[src/rtl/pwm_duty_ramp_pkg.sv]
// Shared types for the OLED brightness path.
// Phase lengths, brightness levels and the ramp FSM states.
package MyPkg;

    typedef logic [15:0] byte2_t;
    typedef logic [7:0]  level_t;

    typedef enum logic [1:0] {
        IDLE,
        WAIT,
        CALC,
        COMMIT
    } ramp_state_t;

    // Keep both PWM phases at least two cycles long.
    localparam byte2_t PHASE_MIN = 16'd2;

    function automatic byte2_t clamp_phase(input byte2_t raw, input byte2_t period);
        byte2_t hi;
        hi = period - PHASE_MIN;
        if (raw < PHASE_MIN) begin
            return PHASE_MIN;
        end else if (raw > hi) begin
            return hi;
        end
        return raw;
    endfunction

endpackage

[src/rtl/pwm_duty_ramp_mul16x8_seq.sv]
// Sequential shift-add 16x8 multiplier, MSB of B first.
// The product is valid when done pulses, 8 cycles after start.
module mul16x8_seq
    import MyPkg::*;
(
    input  logic        clk,
    input  logic        rst_n,
    input  logic        start,
    input  logic [15:0] a,
    input  logic [7:0]  b,
    output logic [23:0] prod,
    output logic        done
);

    logic [23:0] acc_q, acc_d;
    logic [15:0] a_q, a_d;
    logic [7:0]  b_q, b_d;
    logic [2:0]  cnt_q, cnt_d;
    logic        run_q, run_d;
    logic        done_q, done_d;

    // Start consumes B[7] immediately; the remaining seven bits follow.
    always_comb begin
        acc_d  = acc_q;
        a_d    = a_q;
        b_d    = b_q;
        cnt_d  = cnt_q;
        run_d  = run_q;
        done_d = 1'b0;
        if (start) begin
            acc_d = b[7] ? {8'd0, a} : 24'd0;
            a_d   = a;
            b_d   = {b[6:0], 1'b0};
            cnt_d = 3'd7;
            run_d = 1'b1;
        end else if (run_q) begin
            acc_d = {acc_q[22:0], 1'b0} + (b_q[7] ? {8'd0, a_q} : 24'd0);
            b_d   = {b_q[6:0], 1'b0};
            cnt_d = cnt_q - 3'd1;
            if (cnt_q == 3'd1) begin
                run_d  = 1'b0;
                done_d = 1'b1;
            end
        end
    end

    // Multiplier state registers.
    always_ff @(posedge clk) begin
        if (!rst_n) begin
            acc_q  <= '0;
            a_q    <= '0;
            b_q    <= '0;
            cnt_q  <= '0;
            run_q  <= 1'b0;
            done_q <= 1'b0;
        end else begin
            acc_q  <= acc_d;
            a_q    <= a_d;
            b_q    <= b_d;
            cnt_q  <= cnt_d;
            run_q  <= run_d;
            done_q <= done_d;
        end
    end

    assign prod = acc_q;
    assign done = done_q;

endmodule

[src/rtl/pwm_duty_ramp.sv]
// Brightness ramp in front of the PWM: steps toward a target level and
// commits new high/low phase pairs only on a PWM rising edge.
module pwm_duty_ramp
    import MyPkg::*;
#(
    parameter byte2_t      PERIOD   = 16'd1000,
    parameter logic [31:0] STEP_DIV = 32'd50000
) (
    input  logic   clk,
    input  logic   rst_n,
    input  level_t tgt_level,
    input  logic   tgt_valid,
    output logic   tgt_ready,
    input  logic   pwm_pulse,
    output byte2_t t_high,
    output byte2_t t_low,
    output level_t cur_level,
    output logic   busy,
    output logic   done
);

    ramp_state_t state_q, state_d;
    level_t      target_q, target_d;
    level_t      cur_q, cur_d;
    level_t      next_q, next_d;
    logic [31:0] timer_q, timer_d;
    logic        pulse_q, pulse_d;
    byte2_t      th_q, th_d;
    byte2_t      tl_q, tl_d;
    byte2_t      hp_q, hp_d;
    byte2_t      lp_q, lp_d;
    logic        done_q, done_d;

    logic        hs;
    logic        rise;
    level_t      tgt_eff;
    logic        mul_start;
    logic        mul_done;
    logic [23:0] prod;
    byte2_t      h_clamp;
    logic        unused_prod_lsb;

    mul16x8_seq u_mul (
        .clk   (clk),
        .rst_n (rst_n),
        .start (mul_start),
        .a     (PERIOD),
        .b     (next_d),
        .prod  (prod),
        .done  (mul_done)
    );

    assign unused_prod_lsb = ^prod[7:0];
    assign h_clamp         = clamp_phase(prod[23:8], PERIOD);
    assign tgt_ready       = (state_q == IDLE) || (state_q == WAIT);
    assign hs              = tgt_valid & tgt_ready;
    assign rise            = pwm_pulse & ~pulse_q;
    assign tgt_eff         = hs ? tgt_level : target_q;

    // Next-state and datapath updates for the ramp FSM.
    always_comb begin
        state_d   = state_q;
        target_d  = target_q;
        cur_d     = cur_q;
        next_d    = next_q;
        timer_d   = timer_q;
        pulse_d   = pwm_pulse;
        th_d      = th_q;
        tl_d      = tl_q;
        hp_d      = hp_q;
        lp_d      = lp_q;
        done_d    = 1'b0;
        mul_start = 1'b0;
        unique case (state_q)
            IDLE: begin
                if (hs) begin
                    target_d = tgt_level;
                    if (tgt_level != cur_q) begin
                        timer_d = '0;
                        state_d = WAIT;
                    end else begin
                        done_d = 1'b1;
                    end
                end
            end
            WAIT: begin
                target_d = tgt_eff;
                if (tgt_eff == cur_q) begin
                    done_d  = 1'b1;
                    state_d = IDLE;
                end else if (timer_q == STEP_DIV - 32'd1) begin
                    next_d    = (tgt_eff > cur_q) ? cur_q + 8'd1 : cur_q - 8'd1;
                    mul_start = 1'b1;
                    state_d   = CALC;
                end else begin
                    timer_d = timer_q + 32'd1;
                end
            end
            CALC: begin
                if (mul_done) begin
                    hp_d    = h_clamp;
                    lp_d    = PERIOD - h_clamp;
                    state_d = COMMIT;
                end
            end
            COMMIT: begin
                if (rise) begin
                    th_d  = hp_q;
                    tl_d  = lp_q;
                    cur_d = next_q;
                    if (next_q == target_q) begin
                        done_d  = 1'b1;
                        state_d = IDLE;
                    end else begin
                        timer_d = '0;
                        state_d = WAIT;
                    end
                end
            end
            default: state_d = IDLE;
        endcase
    end

    // State, timer and output registers; reset keeps t_high + t_low == PERIOD.
    always_ff @(posedge clk) begin
        if (!rst_n) begin
            state_q  <= IDLE;
            target_q <= '0;
            cur_q    <= '0;
            next_q   <= '0;
            timer_q  <= '0;
            pulse_q  <= 1'b1;
            th_q     <= PHASE_MIN;
            tl_q     <= PERIOD - PHASE_MIN;
            hp_q     <= PHASE_MIN;
            lp_q     <= PERIOD - PHASE_MIN;
            done_q   <= 1'b0;
        end else begin
            state_q  <= state_d;
            target_q <= target_d;
            cur_q    <= cur_d;
            next_q   <= next_d;
            timer_q  <= timer_d;
            pulse_q  <= pulse_d;
            th_q     <= th_d;
            tl_q     <= tl_d;
            hp_q     <= hp_d;
            lp_q     <= lp_d;
            done_q   <= done_d;
        end
    end

    assign t_high    = th_q;
    assign t_low     = tl_q;
    assign cur_level = cur_q;
    assign busy      = (state_q != IDLE);
    assign done      = done_q;

endmodule
[config.mk]
export PLATFORM = sky130hd
export DESIGN_NAME = pwm_duty_ramp
export DESIGN_NICKNAME = d
export VERILOG_FILES = /design/src/rtl/pwm_duty_ramp_pkg.sv /design/src/rtl/pwm_duty_ramp_mul16x8_seq.sv /design/src/rtl/pwm_duty_ramp.sv
export SDC_FILE = /design/constraint.sdc
export NUM_CORES = 1
export LEC_CHECK = 0
export CAP_MARGIN = 5
export CORE_ASPECT_RATIO = 1.1
export CORE_MARGIN = 8
export CORE_UTILIZATION = 30
export DETAILED_ROUTE_END_ITERATION = 6
export GPL_ROUTABILITY_DRIVEN = 0
export SETUP_SLACK_MARGIN = 0.02
export SYNTH_ARGS = -nofsm -noshare
export SYNTH_HDL_FRONTEND = slang
export SYNTH_SLANG_ARGS = --single-unit
[constraint.sdc]
create_clock -name clk -period 4.07 [get_ports clk]
set_input_delay 0.6105 -clock clk [delete_from_list [all_inputs] [get_ports clk]]
set_output_delay 0.6105 -clock clk [all_outputs]
set_load 0.02 [all_outputs]
==> results of run 1 <==
## routing by layer
metal | track usage | routed length (um) | vias to the layer above | part of all wire
li1 | - | - | 3125 | -
met5 | 0 | 0 | - | 0
met1 | 0.1533 | 8237 | 2883 | 0.45
met3 | 0.03147 | 407 | 27 | 0.022
met2 | 0.2286 | 9219 | 61 | 0.51
met4 | 0.04208 | 364 | 0 | 0.020
## timing repair
item                       CTS  global route
setup buffers                1             0
cloned                       0             0
hold endpoints to repair     0             0
pin swaps                    5             4
gates resized for setup      6             9
setup endpoints to repair    9             7
## stage by stage
| stage | power [uW] | worst slack, ns | utilization | cell area, sq um | instances |
|---|---|---|---|---|---|
| after floorplan | 1680 | 0.03735 | - | 7273 | 881 |
| after global placement | 1752 | -0.6277 | 0.3495 | 8282 | 1226 |
| after detailed placement | 1755 | -0.7485 | 0.3495 | 8282 | 1226 |
| after CTS | 3383 | 0.1132 | 0.3772 | 8939 | 1259 |
| after global routing | 3489 | 0.07527 | 0.3796 | 8995 | 1259 |
| final | 3345 | 0.2643 | 0.3796 | 8995 | 1259 |
## path summary, 6_finish.rpt
kind | startpoint | end | cells after the start
max | register | u_mul.prod[5]$_SDFFE_PN0P_ | 16
min | lp_q[14]$_SDFFE_PN0P_ | t_low[14]$_SDFFE_PN0P_ | 2
max reg2reg | register | u_mul.prod[5]$_SDFFE_PN0P_ | 16
min reg2reg | lp_q[14]$_SDFFE_PN0P_ | t_low[14]$_SDFFE_PN0P_ | 2
## Yosys cell counts, types with 3 or more instances
library cell | instances | area share
mux2i_1 | 6 | 0.0083
nor3_1 | 25 | 0.017
nand2_1 | 127 | 0.066
and4_1 | 3 | 0.0036
nand4_1 | 11 | 0.0095
nand2b_1 | 5 | 0.0043
and3_1 | 17 | 0.015
a211oi_1 | 21 | 0.022
and2_1 | 10 | 0.0086
clkbuf_1 | 44 | 0.023
inv_1 | 34 | 0.018
ha_1 | 23 | 0.040
a21oi_1 | 68 | 0.047
xnor2_1 | 54 | 0.065
buf_2 | 3 | 0.0021
nand3_1 | 32 | 0.022
xor2_1 | 20 | 0.024
o21a_1 | 4 | 0.0041
buf_4 | 3 | 0.0031
nor4_1 | 18 | 0.016
nor2_1 | 103 | 0.053
mux2_2 | 12 | 0.019
o31ai_1 | 4 | 0.0041
or3_1 | 8 | 0.0069
dfxtp_1 | 156 | 0.43
nor2b_1 | 5 | 0.0043
o21ai_0 | 28 | 0.019
## registers in the layout, summed over array words and instances, names as in the netlist, 8 cells and up, named ones only
name,count
timer_q,32
next_q,8
t_high,16
lp_q,15
u_mul.prod,21
target_q,8
hp_q,16
cur_level,8
t_low,15
## worst max-delay path: stages (launching register included)
cell	delay, ns
dfxtp_1	0.34
nor2b_4	0.12
buf_6	0.14
mux2_2	0.35
ha_1	0.29
o21ai_0	0.10
a21oi_2	0.12
o221ai_1	0.11
a211o_2	0.45
ha_4	0.25
buf_4	0.14
a311o_1	0.37
o31ai_2	0.23
xnor2_1	0.18
mux2i_2	0.24
buf_4	0.17
a211oi_1	0.05
## area by class of cell
cell class,instances,share of cell area
Inverter,35,0.01461
Tap cell,305,0.04243
Clock inverter,15,0.02198
Multi-Input combinational cell,639,0.4334
Sequential cell,156,0.3472
Timing Repair Buffer,92,0.09306
Clock buffer,17,0.04729
## power breakdown
group | internal (uW) | total [uW] | switching (uW)
Sequential | 1530 | 1540 | 7.04
Combinational | 87.7 | 190 | 103
Clock | 839 | 1620 | 776
## kinds of logic after synthesis
family / after synthesis
and+or+nand+nor: 375
DFF: 156
AOI/OAI and AO/OA: 147
buffers and inverters: 86
xor gates and xnor gates: 74
adders and majority gates: 25
muxes: 18
==> results.yml, run 1 <==
synthesis:
  synth-xor-area-share: 0.08943
  synthDistinctLibCells: 56
  synth_top_family_by_area: "simple AND/OR/NAND/NOR gates"
  ys_seq_area_frac: 0.4309
  syn-num-nets: 918
  async_flop_share: 0
  synth_compound_area_frac: 0.1234
  synth_edf_count: 0
  syn-instance-count: 881
  syn_area_sq_mm: 0.007247
  yosys-mux-area-fraction: 0.02693
  yosys_most_used_dff: "dfxtp_1"
  syn-mean-instance-area_sq_um: 8.226
  synthSimpleGateAreaFrac: 0.2374
  ys_ff_latch: 156
  synthAdderAreaFrac: 0.04523
  yosys_warnings: 0
global_routing:
  grt_pass1_wl_um: 30730
  antenna_found_initial: 0
  grt_use_total: 0.1303
  overflow: 0
  grt_max_degree: 40
  grt_pass1_vias: 6017
placement:
  dp_hpwl_um: 12780
  numPortBuffers: 54
timing:
  fin_crit_sh: 0.9351
  setup_viol: 0
  max_slew_margin: 0.3289
  finalHoldViolCount: 0
  fin_skew_ns: 0.01793
  period_needed_ns: 3.806
  rsz0062_at_grt: "no"
  holdWs_ns: 0.4497
  finalSetupTns_ns: 0
  fmax_mhz: 262.8
  slew_viol_final: 0
  worst_pin_slew_ns: 1.005
cells_and_area:
  seq_area_sq_mm: 0.003123
  final_cell_mix: "dfxtp_1 (156), nand2_1 (127), nor2_1 (102)"
  fillers: 2387
  syn_to_final_growth_pct: 24.12
  antennaDiodeCount: 0
  multi_input_area_sq_mm: 0.003899
  layout-drive-gt1-share: 0.1101
  mostFrequentLayoutCell: "dfxtp_1"
  final_net_count: 978
power_and_ir_drop:
  p_per_area_mw_per_mm2: 371.9
  ir_drop_mv: 0.2408
  p_leak_uw: 0.003166
critical_path:
  crit_type: "reg -> reg"
  arrival_ns: 4.09
  cp.required_ns: 4.36
  start_kind: "register"
  r2r_setup_slack_ns: 0.26
  path_max_fanout: 7
  cp-end-kind: "register"
route:
  antenna_left: 0
  drc: 0
  post_drt_via_cell_ratio: 4.842
  drt_first_pass_iters: 4
  drt_iter0_markers: 354
  routedWlPerCell_um: 14.48
  routed_wl_um: 18230
  vias: 6096
clock_tree:
  cts_buffers: 17
  cts.path.max_buffers: 2
  clock-sinks: 156
  cts_tree: "yes"
  cts_max_level: 4
  clk_latency_ns: 0.44
  clk_pin_slew_ns: 0.07
  clockRootBuffer: "clkbuf_16"
  ctsHoldBuffers: 0
floorplanning:
  core_sq_mm: 0.02370
  io_pins: 55
  initial_core_util: 0.3058
  dieArea_sq_mm: 0.02939
  die_w_um: 164.2
  rows: 59
  dieHeight_um: 179.0
job:
  cap_viol_max_count: 0
outcome:
  run_status: "finished clean"
min_path:
  hold_path.class: "reg -> reg"
No activity file was read; power rests on OpenSTA's default activity.
==> inputs of run 2 (changes only) <==
- CORE_UTILIZATION: 30 -> 53
- PLACE_DENSITY: default -> 0.76
==> results.yml, run 2 (synthesis gave the netlist of run 1 again) <==
critical_path:
  crit_type: "in -> reg"
  start_kind: "input port"
  cp-end-kind: "register"
  cp.required_ns: 4.33
  critPathSlowestCell: "a211o_2"
  cp_cell_sequence: "clkdlybuf4s15_1 > nor2b_4 > buf_6 > mux2_4 > ha_4 > o21ai_0 > a21oi_1 > o221ai_1 > a211o_2 > ha_4 > a21oi_2 > nor2b_1 > a311o_1 > o31ai_2 > xnor2_1 > mux2i_2 > buf_4 > a211oi_1"
  crit_top_cell: "ha_4"
  arrival_ns: 4.15
  path_max_fanout: 7
  cp_slowest_stage_delay_ns: 0.46
power_and_ir_drop:
  power_uw: 3345
  ir_drop_mv: 0.2751
  p_leak_uw: 0.003193
  p_per_area_mw_per_mm2: 377.5
cells_and_area:
  syn_to_final_growth_pct: 22.27
  final_net_count: 980
  antennaDiodeCount: 0
  final_cell_mix: "dfxtp_1 (156), nand2_1 (127), nor2_1 (102)"
  largest_register_ff_count: 32
  fillers: 1102
  final_cell_count_no_fill: 1144
  regMostFlops: "timer_q"
  layout-drive-gt1-share: 0.1077
  mostFrequentLayoutCell: "dfxtp_1"
floorplanning:
  rows: 45
  die_w_um: 127.5
  dieArea_sq_mm: 0.01768
  initial_core_util: 0.5341
  io_pins: 55
  core_sq_mm: 0.01357
  dieHeight_um: 138.6
clock_tree:
  cts_tree: "yes"
  clock-sinks: 156
  clk_latency_ns: 0.42
  clockRootBuffer: "clkbuf_16"
  cts_buffers: 17
  cts.path.max_buffers: 2
  cts_max_level: 4
  clk_pin_slew_ns: 0.06
  ctsHoldBuffers: 0
route:
  routedWlPerCell_um: 14.92
  top_layer: "met4"
  drc: 0
  dr_wl_met3_um: 548
  drt_first_pass_iters: 5
  drt_iter0_markers: 408
  wl_met1_um: 7742
  met2WireLength_um: 8460
  routed_wl_um: 17070
  post_drt_via_cell_ratio: 5.351
  vias: 6122
  antenna_left: 0
timing:
  holdWs_ns: 0.4467
  setup_slack_ns: 0.1752
  slew_viol_final: 0
  fmax_mhz: 256.8
  setup_viol: 0
  fin_skew_ns: 0.005832
  finalHoldViolCount: 0
  fin_crit_sh: 0.9570
  max_slew_margin: 0.3303
  period_needed_ns: 3.895
  worst_pin_slew_ns: 1.003
  rsz0062_at_grt: "no"
placement:
  preCtsSetupSlack_ns: -0.7184
  numPortBuffers: 54
  dp_hpwl_um: 11440
  dp_cells: 1109
min_path:
  hold_path.class: "reg -> reg"
global_routing:
  antenna_found_initial: 0
  grt_pass1_vias: 5960
  grt_use_total: 0.1946
  grt_max_degree: 59
  overflow: 0
  grt_pass1_wl_um: 28480
job:
  cap_viol_max_count: 0
outcome:
  run_status: "finished clean"
-- run 2: worst max-delay path, delay by kind of cell --
kind | cells | cell delay (ns)
mux | 2 | 0.55
compound gates | 8 | 1.57
xor+xnor | 1 | 0.18
fa+ha+maj | 2 | 0.51
buf+inv | 3 | 0.51
simple gates | 2 | 0.21
-- run 2: repair_timing --
action	CTS	global route
gates resized for setup	5	9
endpoints found under the setup margin	10	7
pin swaps	5	5
setup buffers	2	1
-- run 2: where the power goes --
| group | switching (uW) | internal, uW | total (uW) |
|---|---|---|---|
| combinational | 101 | 90.5 | 191 |
| clock | 652 | 961 | 1610 |
| sequential | 7.07 | 1530 | 1540 |
-- run 2: layout make-up --
class / instances / area, sq um / share of cell area
clock buffer: 21 / 470.5 / 0.05309
multi-input combinational: 639 / 3910 / 0.4413
timing repair buffer: 94 / 857.1 / 0.09672
inverter: 35 / 131.4 / 0.01483
clock inverter: 11 / 133.9 / 0.01511
tap: 188 / 235.2 / 0.02655
sequential: 156 / 3123 / 0.3524
-- run 2: final timing paths --
kind	end	cells past startpoint	slack, ns	from
worst max-delay path	u_mul.prod[6]$_SDFFE_PN0P_	18	0.18	tgt_valid
worst min-delay path	t_high[12]$_SDFFE_PN0P_	2	0.45	hp_q[12]$_SDFFE_PN0P_
worst max register to register	u_mul.prod[6]$_SDFFE_PN0P_	17	0.26	register
worst min register to register	t_high[12]$_SDFFE_PN0P_	2	0.45	hp_q[12]$_SDFFE_PN0P_
-- run 2: layer usage --
layer  track usage  vias to the layer above
li1              -                     3123
met1        0.2338                     2868
met3       0.03577                       29
met2        0.3368                      102
met5             0                        -
met4       0.07147                        0
-- run 2: per-stage QoR --
stage                     TNS [ns]  cell area, sq um  utilization
final                            0              8861       0.6530
after global routing             0              8861       0.6530
after CTS                        0              8787       0.6476
after detailed placement    -7.240              8145       0.6003
after global placement      -6.244              8145       0.6003
after floorplan                  0              7273            -
==> inputs of run 3 (changes only) <==
- CORE_MARGIN: 8 -> 2
==> results.yml, run 3 (synthesis gave the netlist of run 1 again) <==
placement:
  dp_cells: 1104
  dp_hpwl_um: 11340
  numPortBuffers: 54
power_and_ir_drop:
  ir_drop_mv: 0.2786
  p_per_area_mw_per_mm2: 384.8
  p_leak_uw: 0.003199
cells_and_area:
  syn_to_final_growth_pct: 21.65
  regMostFlops: "timer_q"
  antennaDiodeCount: 0
  seq_area_sq_mm: 0.003124
  multi_input_area_sq_mm: 0.003857
  layout-drive-gt1-share: 0.1058
  largest_register_ff_count: 32
  final_cell_count_no_fill: 1139
  final_cell_mix: "dfxtp_1 (155), nand2_1 (127), nor2_1 (102)"
  fillers: 1078
  final_net_count: 979
  mostFrequentLayoutCell: "dfxtp_1"
route:
  drt_first_pass_iters: 5
  vias: 6271
  antenna_left: 0
  routedWlPerCell_um: 14.63
  routed_wl_um: 16660
  post_drt_via_cell_ratio: 5.506
  drc: 0
  drt_iter0_markers: 532
clock_tree:
  cts_buffers: 17
  cts_max_level: 4
  cts_tree: "yes"
  clk_pin_slew_ns: 0.06
  clock-sinks: 156
  clk_latency_ns: 0.42
  clockRootBuffer: "clkbuf_16"
  cts.path.max_buffers: 2
timing:
  fin_crit_sh: 0.9526
  fin_skew_ns: 0.009021
  holdWs_ns: 0.4517
  period_needed_ns: 3.877
  finalSetupTns_ns: 0
  rsz0062_at_grt: "no"
  setup_viol: 0
  max_slew_margin: 0.4461
  worst_pin_slew_ns: 0.8309
  finalHoldViolCount: 0
  fmax_mhz: 257.9
  slew_viol_final: 0
critical_path:
  cp.required_ns: 4.40
  cp-end-kind: "register"
  cp_slowest_stage_delay_ns: 0.43
  start_kind: "input port"
  critPathTopFamily: "compound AO/OA/AOI/OAI gates"
  arrival_ns: 4.21
  path_buf_inv: 5
  critPathSlowestCell: "a211o_2"
  crit_start: "tgt_valid"
  crit_type: "in -> reg"
  path_max_fanout: 6
  cp_cell_sequence: "clkbuf_2 > nor2b_4 > buf_4 > mux2_2 > ha_4 > o21ai_0 > a21oi_1 > o221ai_1 > a211o_2 > buf_4 > buf_4 > buf_4 > fa_1 > a21o_1 > a21oi_1 > o21bai_1 > a21oi_1 > xnor2_1 > nand2_1 > a21oi_1"
  r2r_setup_slack_ns: 0.21
global_routing:
  grt_pass1_vias: 5843
  grt_use_total: 0.2372
  overflow: 0
  antenna_found_initial: 0
  grt_max_degree: 45
  grt_pass1_wl_um: 27910
min_path:
  hold_path.class: "reg -> reg"
  holdCritStartpoint: "hp_q[4]$_SDFFE_PN0P_"
floorplanning:
  dieHeight_um: 126.6
  initial_core_util: 0.5462
  rows: 44
  die_w_um: 115.5
  core_sq_mm: 0.01327
  io_pins: 55
  dieArea_sq_mm: 0.01463
job:
  cap_viol_max_count: 0
outcome:
  run_status: "finished clean"
==> run 3: cell count changes in the layout (fill, tap and decap cells not counted), moves of 3 or more <==
cell / previous run / this run
mux2_4: 3 / 0
ha_1: 17 / 20
clkinv_4: 4 / 1
clkinv_2: 1 / 4
mux2_2: 9 / 12
ha_4: 6 / 3
==> run 3: what timing repair did <==
| action | 4_1_cts | 5_1_grt |
|---|---|---|
| hold buffers | 0 | 0 |
| pin swaps | 2 | 4 |
| gates resized for setup | 2 | 6 |
| setup buffers | 2 | 1 |
| setup endpoints to repair | 10 | 8 |
==> run 3: final timing paths <==
| check | to | cells after the start |
|---|---|---|
| worst min-delay path | t_high[4]$_SDFFE_PN0P_ | 2 |
| worst min register to register | t_high[4]$_SDFFE_PN0P_ | 2 |
| worst max-delay path | u_mul.b_q[7]$_SDFFE_PN0P_ | 20 |
| worst max register to register | u_mul.b_q[7]$_SDFFE_PN0P_ | 19 |
==> run 3: tightest hold or removal path, stage by stage, from the launching register on <==
cell and delay, ns:
dfxtp_1 0.31, nand2_1 0.05, a21oi_1 0.05
==> run 3: per-layer routing <==
metal | GRT usage | wire, um | up-vias
li1 | - | - | 3121
met1 | 0.3022 | 7483 | 2975
met2 | 0.3946 | 8227 | 143
met3 | 0.05495 | 631 | 32
met4 | 0.07867 | 318 | 0
met5 | 0 | 0 | -
==> run 3: per-stage QoR <==
| step | worst slack (ns) | power (uW) | utilization | area, sq um |
|---|---|---|---|---|
| 5_1_grt | 0.002577 | 3495 | 0.6645 | 8816 |
| 2_1_floorplan | 0.03735 | 1680 | - | 7273 |
| 3_5_place_dp | -0.7838 | 1757 | 0.6130 | 8133 |
| 6_report | 0.1928 | 3392 | 0.6645 | 8816 |
| 4_1_cts | 0.03015 | 3404 | 0.6615 | 8777 |
| 3_3_place_gp | -0.6458 | 1752 | 0.6130 | 8133 |
==> run 3: power by group <==
group          total [uW]  switching [uW]  leakage, uW  internal [uW]
clock                1660             615     0.000312           1040
sequential           1540            6.96      0.00126           1530
combinational         191             100      0.00163           90.1
==> run 3: final cells by class <==
type / count / share of cell area
Clock inverter: 10 / 0.01533
Multi-Input combinational cell: 639 / 0.4376
Clock buffer: 22 / 0.05606
Inverter: 35 / 0.01490
Timing Repair Buffer: 93 / 0.09566
Tap cell: 184 / 0.02611
Sequential cell: 156 / 0.3544
